==> src/rtl/frame_align_ctrl.sv <==
// ISERDES frame-clock word aligner: bitslips until FRAME_PATTERN is seen LOCK_COUNT times in a row,
// then monitors lock and restarts alignment after LOSS_COUNT consecutive bad words.
module frame_align_ctrl #(
    parameter logic [7:0]  FRAME_PATTERN = 8'hF0,
    parameter int unsigned SETTLE_CYCLES = 4,
    parameter int unsigned LOCK_COUNT    = 16,
    parameter int unsigned MAX_SLIPS     = 8,
    parameter int unsigned LOSS_COUNT    = 4
) (
    input  logic       CLKDIV,
    input  logic       RST,
    input  logic [7:0] frame_i,
    input  logic       realign_i,
    output logic       bitslip_o,
    output logic       locked_o,
    output logic       align_err_o,
    output logic [3:0] slip_count_o
);

    localparam logic [3:0] SettleLast = 4'(SETTLE_CYCLES - 1);
    localparam logic [7:0] LockLast   = 8'(LOCK_COUNT - 1);
    localparam logic [3:0] MaxSlips   = 4'(MAX_SLIPS);
    localparam logic [3:0] LossLast   = 4'(LOSS_COUNT - 1);

    typedef enum logic [2:0] {
        StIdle,
        StSettle,
        StCheck,
        StSlip,
        StLocked,
        StError
    } state_e;

    state_e     r_state, w_state_d;
    logic [3:0] r_settle_cnt, w_settle_cnt_d;
    logic [7:0] r_match_cnt, w_match_cnt_d;
    logic [3:0] r_loss_cnt, w_loss_cnt_d;
    logic [3:0] r_slip_cnt, w_slip_cnt_d;
    logic       r_bitslip, r_locked, r_align_err;
    logic       w_match;

    assign w_match = (frame_i == FRAME_PATTERN);

    always_comb begin
        w_state_d      = r_state;
        w_settle_cnt_d = r_settle_cnt;
        w_match_cnt_d  = r_match_cnt;
        w_loss_cnt_d   = r_loss_cnt;
        w_slip_cnt_d   = r_slip_cnt;

        unique case (r_state)
            StIdle: begin
                w_state_d = StSettle;
            end
            StSettle: begin
                if (r_settle_cnt == SettleLast) begin
                    w_state_d      = StCheck;
                    w_settle_cnt_d = 4'd0;
                    w_match_cnt_d  = 8'd0;
                end else begin
                    w_settle_cnt_d = r_settle_cnt + 4'd1;
                end
            end
            StCheck: begin
                if (w_match) begin
                    if (r_match_cnt == LockLast) begin
                        w_state_d    = StLocked;
                        w_loss_cnt_d = 4'd0;
                    end else begin
                        w_match_cnt_d = r_match_cnt + 8'd1;
                    end
                end else begin
                    w_match_cnt_d = 8'd0;
                    // Count rises together with bitslip_o on SLIP entry; saturates at MaxSlips.
                    if (r_slip_cnt < MaxSlips) begin
                        w_state_d    = StSlip;
                        w_slip_cnt_d = r_slip_cnt + 4'd1;
                    end else begin
                        w_state_d = StError;
                    end
                end
            end
            StSlip: begin
                w_state_d      = StSettle;
                w_settle_cnt_d = 4'd0;
            end
            StLocked: begin
                if (w_match) begin
                    w_loss_cnt_d = 4'd0;
                end else if (r_loss_cnt == LossLast) begin
                    w_state_d = StIdle;
                end else begin
                    w_loss_cnt_d = r_loss_cnt + 4'd1;
                end
            end
            StError: begin
                w_state_d = StError;
            end
            default: begin
                w_state_d = StIdle;
            end
        endcase

        if (realign_i) begin
            w_state_d = StIdle;
        end

        // Every new attempt starts from clean counters.
        if (w_state_d == StIdle) begin
            w_settle_cnt_d = 4'd0;
            w_match_cnt_d  = 8'd0;
            w_loss_cnt_d   = 4'd0;
            w_slip_cnt_d   = 4'd0;
        end
    end

    always_ff @(posedge CLKDIV) begin
        if (RST) begin
            r_state      <= StIdle;
            r_settle_cnt <= 4'd0;
            r_match_cnt  <= 8'd0;
            r_loss_cnt   <= 4'd0;
            r_slip_cnt   <= 4'd0;
            r_bitslip    <= 1'b0;
            r_locked     <= 1'b0;
            r_align_err  <= 1'b0;
        end else begin
            r_state      <= w_state_d;
            r_settle_cnt <= w_settle_cnt_d;
            r_match_cnt  <= w_match_cnt_d;
            r_loss_cnt   <= w_loss_cnt_d;
            r_slip_cnt   <= w_slip_cnt_d;
            r_bitslip    <= (w_state_d == StSlip);
            r_locked     <= (w_state_d == StLocked);
            r_align_err  <= (w_state_d == StError);
        end
    end

    assign bitslip_o    = r_bitslip;
    assign locked_o     = r_locked;
    assign align_err_o  = r_align_err;
    assign slip_count_o = r_slip_cnt;

endmodule

==> config.mk <==
export PLATFORM = sky130hd
export DESIGN_NAME = frame_align_ctrl
export DESIGN_NICKNAME = d
export VERILOG_FILES = /design/src/rtl/frame_align_ctrl.sv
export SDC_FILE = /design/constraint.sdc
export NUM_CORES = 1
export LEC_CHECK = 0
export BUFFER_PORTS_ARGS = -buffer_cell sky130_fd_sc_hd__buf_2
export CORE_MARGIN = 2
export CORE_UTILIZATION = 51
export DETAILED_ROUTE_END_ITERATION = 12
export PLACE_DENSITY = 0.72
export SLEW_MARGIN = 20
export SYNTH_ARGS = -nofsm -noshare
export SYNTH_HDL_FRONTEND = slang
export SYNTH_SLANG_ARGS = --single-unit
==> constraint.sdc <==
create_clock -name CLKDIV -period 3 [get_ports CLKDIV]
set_clock_uncertainty 0.15 [all_clocks]
set_input_delay 0.15 -clock CLKDIV [delete_from_list [all_inputs] [get_ports CLKDIV]]
set_output_delay 0.15 -clock CLKDIV [all_outputs]
set_load 0.01 [all_outputs]
==> impl_metrics.tcl <==
set metrics [dict create \
    critPathMaxStageDelay_ns 0.55 \
    dp_hpwl_um 2051 \
    synth_edf_count 0 \
    wl_per_cell_um 13.64 \
    worstSetupPathType "flop to flop" \
    htree_levels 1 \
    die_w_um 56.23 \
    combPwrFrac_pct 4.4 \
    grt_util_all_layers_pct 19.43 \
    cp.required_ns 3.11 \
    worst-endpoint-arrival_ns 2.53 \
    path_clk_slew_ns 0.15 \
    switching_share_pct 20.14 \
    synthesis.nets 171 \
    fill_cells 224 \
    endpoint_kind "flop" \
    ys.flop_type "dfxtp_1" \
    powerDensity_mw_per_mm2 402.9 \
    vias 1259 \
    async_flop_share_pct 0 \
    max_cap_violations 0 \
    routed_wl_um 2769 \
    grt_pass1_vias 1174 \
    power_mw 0.6196 \
    ys_seq_area_share_pct 37.41 \
    io_pins 18 \
    cts_max_path_buffers 2 \
    synth_cells 156 \
    setup-violations-final 0 \
    intPower_mw 0.4948 \
    regToRegStartpoint "r_settle_cnt[0]" \
    p_leak_nw 0.5574 \
    multi_input_area_um2 799.5 \
    avgSynthCellArea_um2 8.919 \
    post_synth_num_cell_types 50 \
    yosys_warnings 0 \
    area_delta_synth_final_pct 10.52 \
    die_h_um 56.23 \
    synth_top_area_share_pct 37.41 \
    min_from "realign_i" \
    rsz0062_at_grt "false" \
    crit_path_top_delay_cell "or4_1" \
    cts_root_buf "clkbuf_4" \
    ys_seq_elements 26 \
    report.final.slew_viol_count 0 \
    hold_viol 0 \
    clkPwrFrac_pct 39.3 \
    first_pass_iters 4 \
    final_area_mm2 0.001538 \
    drive_gt1_share_pct 19.65 \
    nets 189 \
    place.gp.congestion 0.7767 \
    switchingPower_mw 0.1248 \
    final_antenna_net_count 0 \
    grt_antenna_before_repair 0 \
    dieArea_mm2 0.003162 \
    fmax_mhz 412.7 \
    synth.most_common_cell "dfxtp_1" \
    postPlaceCellArea_mm2 0.001465 \
    core_area_mm2 0.002522 \
    portBuffers 17 \
    insertion_delay_ns 0.33 \
    crit_chain "ha_1 -> nor3b_1 -> nand2_1 -> a21boi_1 -> or4_1 -> a211oi_1" \
    synth.area.top_cells "dfxtp_1 (37%), a211oi_1 (4.3%), nor2_1 (4.3%), ha_1 (3.6%), a21oi_1 (2.9%)" \
    fin_hold_ws_ns 0.04293 \
    place_inst 197 \
    routed_via_density 6.202 \
    cts_inserted_buffers 3 \
    clock-sinks 26 \
    diodes 0 \
    grt_overflow 0 \
    status "completed" \
    seq_power_share_pct 56.3 \
    finalCritPeriodShare_pct 80.77 \
    drt-initial-drc-count 30 \
    stdcell_count 203 \
    tns_ns 0 \
    cp_num_buf_inv 0 \
    hold_path_class "primary input to flop" \
    ir_worst_vdd_mv 0.3556 \
    grt_max_degree 16 \
    seq_area_um2 520.5 \
    drc 0 \
    initial_core_util_pct 55.16 \
    row_count 18 \
    maxSlewHeadroom_pct 56.54 \
    startpoint "r_settle_cnt[0]" \
    cts.repair.resized 0 \
    yosysTopAreaCell "dfxtp_1" \
    grt_pass1_wl_um 4947 \
    syn-cell-area_mm2 0.001391 \
    min_period_ns 2.423 \
    cts_tree "yes" \
    path_delay_family "simple AND/OR/NAND/NOR gates" \
    worst-path-max-fanout 12 \
    synthTopCellsByCount "dfxtp_1 (26), nor2_1 (16)" \
    worst-slew-pin-transition_ns 0.6480 \
    cp-start-kind "flop" \
]
==> path summary, 6_finish.rpt <==
check	endpoint	slack (ns)	depth (start not counted)
setup / recovery	r_match_cnt[7]	0.58	6
hold / removal	r_state[1]	0.04	3
setup reg to reg	r_match_cnt[7]	0.58	6
hold reg to reg	slip_count_o[1]	0.36	2
==> per-stage QoR <==
| step | util (%) | worst slack [ns] |
|---|---|---|
| floorplan | - | 0.7869 |
| global placement | 58.09 | 0.6843 |
| detailed placement | 58.09 | 0.5756 |
| CTS | 60.96 | 0.5592 |
| global route | 60.96 | 0.4351 |
| finish | 60.96 | 0.5769 |
==> placed cells by master, fill, tap and decap left out, drive strengths merged, types with 5 or more instances in the layout <==
cell type,count
o21ai,7
nor3b,5
a21oi,8
nor4,6
nand2,8
dfxtp,26
a211oi,8
nor2,18
buf,18
nand3,8
==> state kept, by name (all words and copies together) (netlist names) <==
| name | cells |
|---|---|
| align_err_o | 1 |
| bitslip_o | 1 |
| locked_o | 1 |
| r_loss_cnt | 4 |
| r_match_cnt | 8 |
| r_settle_cnt | 4 |
| r_state | 3 |
| slip_count_o | 4 |
==> power by group through the flow <==
stage	Clock (mW)	Combinational [mW]	Sequential, mW
floorplan	0	0.0152	0.356
global placement	0	0.0250	0.356
detailed placement	0	0.0258	0.356
CTS	0.251	0.0279	0.349
global route	0.263	0.0303	0.349
finish	0.243	0.0276	0.349
==> cells by family (layout without fill, tap and decap cells) <==
family	Yosys count	count (layout)	share of synthesized area [%]
flops	26	26	37.41
fa+ha+maj	4	4	3.597
buf+inv	11	28	5.125
xor+xnor	4	4	2.518
simple gates	69	69	29.23
compound gates	42	42	22.12
==> per-layer routing <==
layer / up-vias / wire [um] / global-route usage (%)
li1: 621 / - / -
met1: 603 / 1296 / 24.03
met2: 29 / 1302 / 32.27
met3: 6 / 103 / 3.023
met4: 0 / 67 / 10.20
met5: - / 0 / 0
==> timing repair <==
item | CTS | global route
endpoints found under the setup margin | 0 | 0
hold buffers | 2 | 0
buffers inserted | 0 | 0
endpoints found under the hold margin | 2 | 0
==> worst register-to-register path, cell delays in order (launching register included) <==
cell	delay (ns)
dfxtp_1	0.42
ha_1	0.21
nor3b_1	0.33
nand2_1	0.20
a21boi_1	0.27
or4_1	0.55
a211oi_1	0.23
==> layout make-up <==
cell class,count,share of cell area (%)
Inverter,4,0.9764
Timing Repair Buffer,20,7.323
Clock buffer,3,1.465
Multi-Input combinational cell,119,51.99
Sequential cell,26,33.85
Clock inverter,1,1.953
Tap cell,30,2.441
No activity file was read; power rests on OpenSTA's default activity.
